`src/rtl/seg7_mux_counter.sv`:
```
// seg7_mux_counter: multi-digit BCD/hex counter with prescaled stepping and a multiplexed seven-segment display
module seg7_mux_counter #(
  parameter int DIGITS = 4,
  parameter int TICK_DIV = 10000000,
  parameter int REFRESH_DIV = 1000,
  parameter int HEX_MODE = 0,
  parameter int BLANK_LZ = 0
)(
  input  logic                  clk,
  input  logic                  rst,
  input  logic                  en,
  input  logic                  dir,
  input  logic                  clear,
  input  logic                  load,
  input  logic [4*DIGITS-1:0]   load_data,
  output logic [4*DIGITS-1:0]   count,
  output logic                  tick,
  output logic                  wrap,
  output logic [6:0]            segments,
  output logic                  dp,
  output logic [DIGITS-1:0]     digit_sel
);
  localparam int PW = TICK_DIV > 1 ? $clog2(TICK_DIV) : 1;
  localparam int RW = REFRESH_DIV > 1 ? $clog2(REFRESH_DIV) : 1;
  localparam int IW = DIGITS > 1 ? $clog2(DIGITS) : 1;
  localparam logic [PW-1:0] P_MAX = PW'(TICK_DIV - 1);
  localparam logic [RW-1:0] R_MAX = RW'(REFRESH_DIV - 1);
  localparam logic [IW-1:0] I_MAX = IW'(DIGITS - 1);
  localparam logic [3:0] D_MAX = HEX_MODE != 0 ? 4'hF : 4'h9;

  logic [PW-1:0] pre;
  logic [RW-1:0] rcnt;
  logic [IW-1:0] idx;
  logic [4*DIGITS-1:0] stepped, loaded;
  logic [3:0] d, cur;
  logic carry, roll, step_ok, blank;
  logic [6:0] seg_nx;

  function automatic logic [6:0] dec(input logic [3:0] v);
    case (v)
      4'h0: dec = 7'h3F;
      4'h1: dec = 7'h06;
      4'h2: dec = 7'h5B;
      4'h3: dec = 7'h4F;
      4'h4: dec = 7'h66;
      4'h5: dec = 7'h6D;
      4'h6: dec = 7'h7D;
      4'h7: dec = 7'h07;
      4'h8: dec = 7'h7F;
      4'h9: dec = 7'h6F;
      4'hA: dec = 7'h77;
      4'hB: dec = 7'h7C;
      4'hC: dec = 7'h39;
      4'hD: dec = 7'h5E;
      4'hE: dec = 7'h79;
      default: dec = 7'h71;
    endcase
  endfunction

  // Ripple carry/borrow: carry stays high only while every lower digit was at its wrap value.
  always_comb begin
    stepped = count;
    loaded = load_data;
    carry = 1'b1;
    d = 4'h0;
    for (int i = 0; i < DIGITS; i++) begin
      d = count[4*i +: 4];
      if (carry) stepped[4*i +: 4] = dir ? (d == 4'h0 ? D_MAX : d - 4'd1) : (d == D_MAX ? 4'h0 : d + 4'd1);
      carry = carry && (dir ? d == 4'h0 : d == D_MAX);
      loaded[4*i +: 4] = (HEX_MODE == 0 && load_data[4*i +: 4] > 4'h9) ? 4'h9 : load_data[4*i +: 4];
    end
  end

  assign roll = en && pre == P_MAX;
  assign step_ok = roll && !clear && !load;
  assign cur = count[{idx, 2'b00} +: 4];
  assign blank = BLANK_LZ != 0 && idx != '0 && (count >> {idx, 2'b00}) == '0;
  assign seg_nx = blank ? 7'h00 : dec(cur);

  always_ff @(posedge clk) begin
    if (rst) begin
      count <= '0;
      pre <= '0;
      rcnt <= '0;
      idx <= '0;
      tick <= 1'b0;
      wrap <= 1'b0;
      dp <= 1'b0;
      digit_sel <= DIGITS'(1);
      segments <= 7'h3F;
    end else begin
      rcnt <= rcnt == R_MAX ? '0 : rcnt + 1'b1;
      if (rcnt == R_MAX) idx <= idx == I_MAX ? '0 : idx + 1'b1;
      digit_sel <= DIGITS'(1) << idx;
      segments <= seg_nx;
      dp <= idx == '0 && !en;
      tick <= step_ok;
      wrap <= step_ok && carry;
      if (clear) begin
        count <= '0;
        pre <= '0;
      end else if (load) begin
        count <= loaded;
        pre <= '0;
      end else if (en) begin
        pre <= roll ? '0 : pre + 1'b1;
        if (roll) count <= stepped;
      end
    end
  end
endmodule

```
`config.mk`:
```
export PLATFORM = sky130hd
export DESIGN_NAME = seg7_mux_counter
export DESIGN_NICKNAME = d
export VERILOG_FILES = /design/src/rtl/seg7_mux_counter.sv
export SDC_FILE = /design/constraint.sdc
export NUM_CORES = 1
export LEC_CHECK = 0
export CORE_MARGIN = 10
export CORE_UTILIZATION = 48
export CTS_CLUSTER_SIZE = 8
export DETAILED_ROUTE_END_ITERATION = 8
export GPL_TIMING_DRIVEN = 0
export HOLD_SLACK_MARGIN = 0.06
export PLACE_DENSITY = 0.79
export SLEW_MARGIN = 20
export SYNTH_ARGS = -nofsm -noshare
export SYNTH_HDL_FRONTEND = slang
export SYNTH_SLANG_ARGS = --single-unit
```
`constraint.sdc`:
```
create_clock -name clk -period 3.4 [get_ports clk]
set_input_delay 0.68 -clock clk [delete_from_list [all_inputs] [get_ports clk]]
set_output_delay 0.68 -clock clk [all_outputs]
set_load 0.02 [all_outputs]
```
==> run metrics <==
status=finished clean; initial antenna violation count=0; clock share of power=36.7%; H-tree Lvls=3; period utilization=85.5%; part of the power in registers=49.4%; top_reg_cell synth=dfxtp_1; Core Footprint=0.00813 mm2; dpl cell area=0.00457 mm2; Yosys top cell area share=33.4%; CP arrival=3.12 ns; sequential area share after synthesis=33.4%; hpwl dp=7860 um; Via Count=3,791; CTS sink cnt=66; clk_lat worst skew=0.35 ns; layout cells sized above 1=6.61%; Least-Margin Pin Slew=0.832 ns; yosys warns=0; Clock Skew=0.0132 ns; Synth async-reset ratio=0%; CP Launch Type=input pin; die span in y=111 um; Diodes inserted=0; CTS tree=built; top post-synthesis cells by area=dfxtp_1, nor2_1, xnor2_1, xor2_1, nand2_1; max_cap viols=0; GRT Residual Overflow=0; register bit count reported by yosys=66; Hold Buf Count CTS=0; CP required=3.62 ns; RR Endpoint=count[9]; post-CTS setup buffer count=0; Crit Path Max Fanout=10; Detailed Route WL=10,600 um; Syn Nets=514; P_sw=450 uW; vias per inst=5.83; Syn Std Cell Area=0.00396 mm2; mux contribution to synthesized area=5.09%; power share of the combinational group=13.9%; WS Path Type=input pin to register; Slew headroom=42.9%; Leak=0.00156 uW; wire length per cell=16.3 um; TritonCTS Buffers=9; die width=111 um; largest family of logic cells by synthesized area=simple AND/OR/NAND/NOR gates; Resized cells post-CTS=0; Reg2Reg Depth=7; area leader, netlist=dfxtp_1; internal power=1160 uW; Synth Area in XOR/XNOR=9.07%; max-slew violations=0; Compound-Gate Fraction of Synth Area=12.7%; R2R Path Start=pre[0]; RSZ-0062 raised after global routing=no; end of the critical path=count[15]; count leader, synth=dfxtp_1; Sw Ratio=27.9%; P per Cell Area=340 mW/mm2; io pins=52; simple-gate portion of the synthesized area=31.4%; Tmin final=2.91 ns; Clock Root Buffer=clkbuf_8; Initial DRC Count=342; design area=0.00474 mm2; nets=573; first-pass GRT wire length=17,900 um; vias in the first global route=3,651; GPL Wtd Cong=0.919; Max VDD drop=0.000239 V; largest net degree at the start of global routing=12; top cell types by occurrence after synthesis=dfxtp_1, nor2_1, nand2_1; number of flops mapped to enable cells by yosys=0; worst min-delay path class=register to register; # DRC=0; Post-Synth Adder-Cell Area=3.48%; Pre-Repair DR Iteration Count=7; Initial Util=48.7%; Layout Area Growth over Synthesis=19.8%; Worst R2R Setup Slack=0.74 ns; final setup TNS=0 ns; worst setup path startpoint=dir; row count=33; Yosys cell types=62; fmax=344 MHz; final hold slack=0.456 ns; clk buf depth=2; Antenna Nets Post-Route=0; Global Route Usage Sum=17.1%; final hold viol count=0; Syn Inst Count=481; IO buf count=48; Worst setup EP type=register; Util after Layout=58.3%; # setup viols final=0; syn avg cell area=8.23 um2; Reg clk slew, reported paths=0.07 ns; Die ar.=0.0123 mm2
-- final cells by class --
cell class | count | area [um2]
Fill cell | 749 | 3390
Multi-Input combinational cell | 367 | 2440
Sequential cell | 66 | 1320
Timing Repair Buffer | 48 | 480
Buffer | 36 | 149
Clock buffer | 11 | 141
Tap cell | 105 | 131
Inverter | 12 | 45.0
Clock inverter | 5 | 30.0
-- how the worst min path moves through the flow --
stage,start,endpoint,slack [ns],cells after the start
6_report,rcnt[0],rcnt[0],0.46,1
5_1_grt,rcnt[0],rcnt[0],0.50,1
4_1_cts,rcnt[0],rcnt[0],0.46,1
3_5_place_dp,rcnt[0],rcnt[0],0.45,1
3_3_place_gp,rcnt[0],rcnt[0],0.43,1
2_1_floorplan,rcnt[0],rcnt[0],0.42,1
-- critical path: stages --
cell and delay, ns:
clkdlybuf4s50_1 0.65, clkbuf_1 0.41, clkbuf_1 0.40, a21oi_1 0.14, o21a_1 0.21, a2111oi_0 0.50
o31ai_1 0.13
-- power groups by stage --
stage	Sequential (uW)	Clock (uW)	Combinational [uW]
3_3_place_gp	814	0	216
2_1_floorplan	826	0	124
4_1_cts	797	606	222
3_5_place_dp	815	0	221
5_1_grt	798	635	246
6_report	797	592	225
-- cell families (layout without fill, tap and decap cells) --
kind of cell	Yosys count	after routing
AO/OA/AOI/OAI	78	78
XOR/XNOR	41	41
adder cells (fa/ha/maj)	11	11
buffers and inverters	48	112
flip-flops	66	66
multiplexers	15	15
AND/OR/NAND/NOR	222	222
-- flip-flops by register name, indices dropped and copies added (netlist names) --
| signal | flops |
|---|---|
| pre | 24 |
| count | 16 |
| rcnt | 10 |
| segments | 7 |
| digit_sel | 4 |
| idx | 2 |
| dp | 1 |
| tick | 1 |
| wrap | 1 |
-- placed cells by master (no fill, tap or decap), types with 13 or more instances in the layout --
master           instances
a21oi_1                 23
clkbuf_1                30
clkdlybuf4s50_1         48
dfxtp_1                 66
nand2_1                 38
nand2b_1                14
nand3_1                 13
nand4_1                 13
nor2_1                  60
nor3_1                  16
o21ai_0                 14
xnor2_1                 24
xor2_1                  17
-- layer usage --
metal	up-vias	GRT usage (%)	routed length (um)
li1	1827	-	-
met1	1775	21.1	4520
met2	169	28.5	5000
met3	20	4.17	894
met4	0	5.12	182
met5	-	0	0
-- per-stage QoR --
| stage | cells | total power, uW | worst slack, ns |
|---|---|---|---|
| after floorplan | 481 | 951 | 0.951 |
| after global placement | 634 | 1030 | 0.300 |
| after detailed placement | 634 | 1040 | 0.223 |
| after CTS | 650 | 1620 | 0.569 |
| after global routing | 650 | 1680 | 0.410 |
| final | 650 | 1610 | 0.492 |
(Power assumes the default switching activity.)
